## src/rtl/serial_addsub_unit.sv

```systemverilog
// Digit-serial two's-complement add/subtract: DIGIT bits per clock over WIDTH/DIGIT cycles.
// Optional macro SERIAL_ADDSUB_SATURATE_EN clamps the result to signed max/min on overflow.
module serial_addsub_unit #(
  parameter int WIDTH = 8,
  parameter int DIGIT = 2
) (
  input  logic             clk,
  input  logic             rst,
  input  logic             start,
  input  logic             mode,
  input  logic [WIDTH-1:0] a,
  input  logic [WIDTH-1:0] b,
  output logic             busy,
  output logic             done,
  output logic [WIDTH-1:0] result,
  output logic             carry,
  output logic             overflow,
  output logic             zero
);

  localparam int N  = WIDTH / DIGIT;
  localparam int CW = (N > 1) ? $clog2(N) : 1;

  typedef enum logic [1:0] {
    S_IDLE,
    S_RUN,
    S_DONE
  } state_t;

  state_t state, state_n;

  logic [WIDTH-1:0] a_sr, b_sr, res_sr;
  logic             cy;
  logic             a_msb, b_msb;
  logic [CW-1:0]    cnt;

  logic [DIGIT:0]   dsum;
  logic [WIDTH-1:0] dig_ext;
  logic [WIDTH-1:0] res_nx;
  logic [WIDTH-1:0] res_fin;
  logic             ovf;
  logic             last;

  assign last = (cnt == CW'(N - 1));

  always_ff @(posedge clk or posedge rst) begin
    if (rst) begin
      state <= S_IDLE;
    end else begin
      state <= state_n;
    end
  end

  always_comb begin
    state_n = state;
    busy    = 1'b0;
    done    = 1'b0;
    case (state)
      S_IDLE: begin
        if (start) state_n = S_RUN;
      end
      S_RUN: begin
        busy = 1'b1;
        if (last) state_n = S_DONE;
      end
      S_DONE: begin
        done    = 1'b1;
        state_n = start ? S_RUN : S_IDLE;
      end
      default: state_n = S_IDLE;
    endcase
  end

  // One digit of the ripple: low DIGIT bits of each operand plus the carried-in bit.
  always_comb begin
    dsum    = {1'b0, a_sr[DIGIT-1:0]} + {1'b0, b_sr[DIGIT-1:0]} + (DIGIT + 1)'(cy);
    dig_ext = WIDTH'(dsum[DIGIT-1:0]);
    res_nx  = (res_sr >> DIGIT) | (dig_ext << (WIDTH - DIGIT));
    ovf     = (a_msb == b_msb) && (res_nx[WIDTH-1] != a_msb);
`ifdef SERIAL_ADDSUB_SATURATE_EN
    if (ovf) begin
      res_fin = a_msb ? {1'b1, {(WIDTH-1){1'b0}}} : {1'b0, {(WIDTH-1){1'b1}}};
    end else begin
      res_fin = res_nx;
    end
`else
    res_fin = res_nx;
`endif
  end

  always_ff @(posedge clk or posedge rst) begin
    if (rst) begin
      a_sr     <= '0;
      b_sr     <= '0;
      res_sr   <= '0;
      cy       <= 1'b0;
      a_msb    <= 1'b0;
      b_msb    <= 1'b0;
      cnt      <= '0;
      result   <= '0;
      carry    <= 1'b0;
      overflow <= 1'b0;
      zero     <= 1'b0;
    end else begin
      case (state)
        S_IDLE, S_DONE: begin
          if (start) begin
            a_sr  <= a;
            b_sr  <= mode ? ~b : b;
            cy    <= mode;
            a_msb <= a[WIDTH-1];
            b_msb <= mode ? ~b[WIDTH-1] : b[WIDTH-1];
            cnt   <= '0;
          end
        end
        S_RUN: begin
          a_sr   <= a_sr >> DIGIT;
          b_sr   <= b_sr >> DIGIT;
          res_sr <= res_nx;
          cy     <= dsum[DIGIT];
          cnt    <= cnt + 1'b1;
          // Outputs are committed only on the last digit so they hold steady through RUN.
          if (last) begin
            result   <= res_fin;
            carry    <= dsum[DIGIT];
            overflow <= ovf;
            zero     <= (res_fin == '0);
          end
        end
        default: ;
      endcase
    end
  end

endmodule

```

## config.mk

```make
export PLATFORM = sky130hd
export DESIGN_NAME = serial_addsub_unit
export DESIGN_NICKNAME = d
export VERILOG_FILES = /design/src/rtl/serial_addsub_unit.sv
export SDC_FILE = /design/constraint.sdc
export NUM_CORES = 1
export LEC_CHECK = 0
export CORE_MARGIN = 2
export CORE_UTILIZATION = 55
export CTS_CLUSTER_SIZE = 10
export DETAILED_ROUTE_END_ITERATION = 8
export GPL_TIMING_DRIVEN = 0
export PLACE_DENSITY = 0.82
export SLEW_MARGIN = 20
export SYNTH_ARGS = -nofsm -noshare
export SYNTH_HDL_FRONTEND = slang
export SYNTH_SLANG_ARGS = --single-unit
```

## constraint.sdc

```tcl
create_clock -name clk -period 3.7 [get_ports clk]
set_input_delay 0.37 -clock clk [delete_from_list [all_inputs] [get_ports clk]]
set_output_delay 0.37 -clock clk [all_outputs]
set_load 0.05 [all_outputs]
```

==> flow_metrics.py <==
metrics = {
    "drt": {
        "drtIter0Drc": 35,
        "firstDrtPassIters": 4,
        "top_layer_used": "met4",
        "viasPerCell": 5.22,
        "final_antenna_net_count": 0,
        "wl_met1_um": 1530,
        "wl_met3_um": 187,
        "route.met2.wl_um": 1700,
        "detail_route.wl_per_cell_um": 14.5,
        "drc": 0,
        "num_vias": 1248,
        "finalWirelength_um": 3470,
    },
    "final_layout": {
        "nFillCells": 237,
        "syn_to_final_growth_pct": 26.3,
        "nets": 217,
        "drive_gt1_share_pct": 14.4,
        "stdcell_count": 239,
        "antenna_cells": 0,
    },
    "cts": {
        "cts_hold_buf": 0,
        "clk_latency_ns": 0.36,
        "cts.sinks": 40,
        "cts_max_path_buffers": 2,
        "clkSlewWorstSetupHoldPaths_ns": 0.11,
        "cts_root_buffer": "clkbuf_4",
        "htree_levels": 2,
        "cts_tree": "done",
        "cts_resized": 0,
        "post_cts_buffers": 0,
        "numCtsBuffers": 5,
    },
    "sta": {
        "worst_pin_slew_ns": 0.498,
        "rsz0062_at_grt": "false",
        "fmax_mhz": 394,
        "setup_viol": 0,
        "period_minus_slack_ns": 2.54,
        "tns_ns": 0,
        "slew_viol_final": 0,
        "fin_skew_ns": 0.0133,
        "final_hold_viol_count": 0,
        "fin_crit_sh_pct": 68.6,
        "relSlewSlack_pct": 66.7,
        "setup_slack_ns": 1.16,
    },
    "setup_path": {
        "arrival_ns": 2.17,
        "cp-end-kind": "output port",
        "start_kind": "register",
        "crit_type": "register to output port",
        "cp_data_required_time_ns": 3.33,
        "cp_max_fo": 10,
    },
    "logic_synthesis": {
        "synth.cell_area_um2": 1750,
        "synthFlopType": "dfrtp_1",
        "synthCells": 155,
        "synth_edf_count": 0,
        "synth_cell_type_count": 30,
        "synth.avg_cell_area_um2": 11.3,
        "syn_nets": 178,
        "ys_seq_area_share_pct": 57.1,
        "yosys.area.top_type": "dfrtp_1",
        "synth.most_common_cell": "dfrtp_1",
        "synthArstFlopShare_pct": 100,
        "synthTopCellsByCount": "dfrtp_1 (40), nand2_1 (27), a221o_1 (9), o21ai_0 (9)",
        "ys_ff_latch": 40,
        "synth_top_area_share_pct": 57.1,
        "synthTopCellsByArea": "dfrtp_1 (57%), nand2_1 (5.8%), a221o_1 (5.1%), mux2_2 (3.9%), xnor2_1 (3.5%)",
        "yosysWarnings": 0,
    },
    "pwr": {
        "p_total_w": 0.00210,
        "power.density_nw_per_um2": 946,
        "cellLeakagePower_nw": 1.01,
        "ir_drop_mv": 0.413,
    },
    "placed_design": {
        "io_buffers": 31,
        "dpl.hpwl_um": 2540,
        "dp_slack_ns": 1.55,
        "dp_cells": 231,
        "place.gp.congestion": 0.760,
    },
    "global_routing": {
        "grt_usage_pct": 22.7,
        "grt_pass1_wl_um": 5930,
        "gr-total-overflow": 0,
        "grt_pass1_vias": 1290,
        "grt_max_degree": 33,
        "antenna_found_initial": 0,
    },
    "outcome": {
        "status": "finished, final reports clean",
    },
    "die": {
        "dieHeight_um": 60.5,
        "floorplan.die.width_um": 60.5,
        "rows": 20,
        "dieArea_um2": 3650,
        "core_area_um2": 3050,
        "start_util_pct": 57.4,
        "ios": 33,
    },
    "hold_path": {
        "hold_path_class": "input port to asynchronous set/reset pin",
    },
    "run": {
        "cap_violations": 0,
    },
}
worst max-delay path, stage by stage, from the launching register on:
cell,delay (ns)
dfrtp_1,0.40
nand2b_1,0.16
buf_6,0.15
clkinv_4,0.06
buf_2,0.21
clkdlybuf4s50_1,0.84
layer usage:
layer / track usage (%) / vias to the layer above
met3: 7.46 / 7
met1: 27.6 / 596
met4: 9.32 / 0
li1: - / 610
met2: 37.6 / 35
met5: 0 / -
cell type report:
class / instances / area (um^2) / share of cell area, %
buffer: 10 / 67.6 / 3.05
clock buffer: 6 / 41.3 / 1.86
clock inverter: 2 / 35.0 / 1.58
inverter: 8 / 35.0 / 1.58
multi-input combinational: 97 / 649 / 29.3
sequential: 40 / 1000 / 45.2
tap: 44 / 55.1 / 2.49
timing repair buffer: 32 / 330 / 14.9
path summary, 6_finish.rpt:
path | from | end | slack, ns | cells after the start
worst max-delay path | state[1]$_DFFE_PP0P_ | busy | 1.16 | 5
worst min-delay path | rst | b_sr[0]$_DFFE_PP0P_ | 0.23 | 2
worst max register to register | a_sr[0]$_DFFE_PP0P_ | zero$_DFFE_PP0P_ | 1.60 | 6
worst min register to register | result[6]$_DFFE_PP0P_ | result[6]$_DFFE_PP0P_ | 0.50 | 2
max in group asynchronous | rst | overflow$_DFFE_PP0P_ | 3.03 | 3
min in group clk | mode | cy$_DFFE_PP0P_ | 0.49 | 2
sequential cells by signal, summed over array words and instances, names as in the netlist:
signal and flops:
a_sr 8, b_sr 8, result 8, res_sr 6
cnt 2, state 2, a_msb 1, b_msb 1
carry 1, cy 1, overflow 1, zero 1
cell families (layout without fill, tap and decap cells):
kind of cell	Yosys count	in the layout	synth area share [%]
AO/OA/AOI/OAI	29	29	12.6
XOR/XNOR	8	8	4.00
adder cells (fa/ha/maj)	3	3	3.00
buffers and inverters	18	58	5.85
flip-flops	40	40	57.1
multiplexers	6	6	3.85
AND/OR/NAND/NOR	51	51	13.6
per-stage QoR:
stage	hold slack, ns	util, %	cell area (um^2)
2_1_floorplan	0.457	-	1750
3_3_place_gp	0.462	69.4	2120
3_5_place_dp	0.473	70.0	2140
4_1_cts	0.230	72.5	2210
5_1_grt	0.246	72.5	2210
6_report	0.232	72.5	2210
cell usage in the layout (no fill, tap or decap), drive strengths merged:
master	netlist	layout
nor2	8	8
a21oi	1	1
nand3	6	6
inv	7	7
o21ai	9	9
or3	1	1
nand2	27	27
fa	2	2
mux2	6	6
buf	8	9
a31oi	1	1
nor4b	2	2
clkbuf	2	8
dfrtp	40	40
a22o	4	4
clkinv	1	2
bufinv	0	1
a22oi	4	4
nor3	2	2
nand3b	1	1
o2bb2ai	1	1
clkdlybuf4s50	0	31
xor2	1	1
nand2b	2	2
xnor2	7	7
ha	1	1
and2b	2	2
a221o	9	9
where the power goes:
group          internal (W)  leakage (nW)  switching [W]  total [W]
sequential         0.000636         0.503       0.000125   0.000761
combinational      0.000435         0.466       0.000618    0.00105
clock              0.000142        0.0422       0.000140   0.000282
total               0.00121          1.01       0.000883    0.00210
Note: power is estimated with default switching activity, not from simulation.
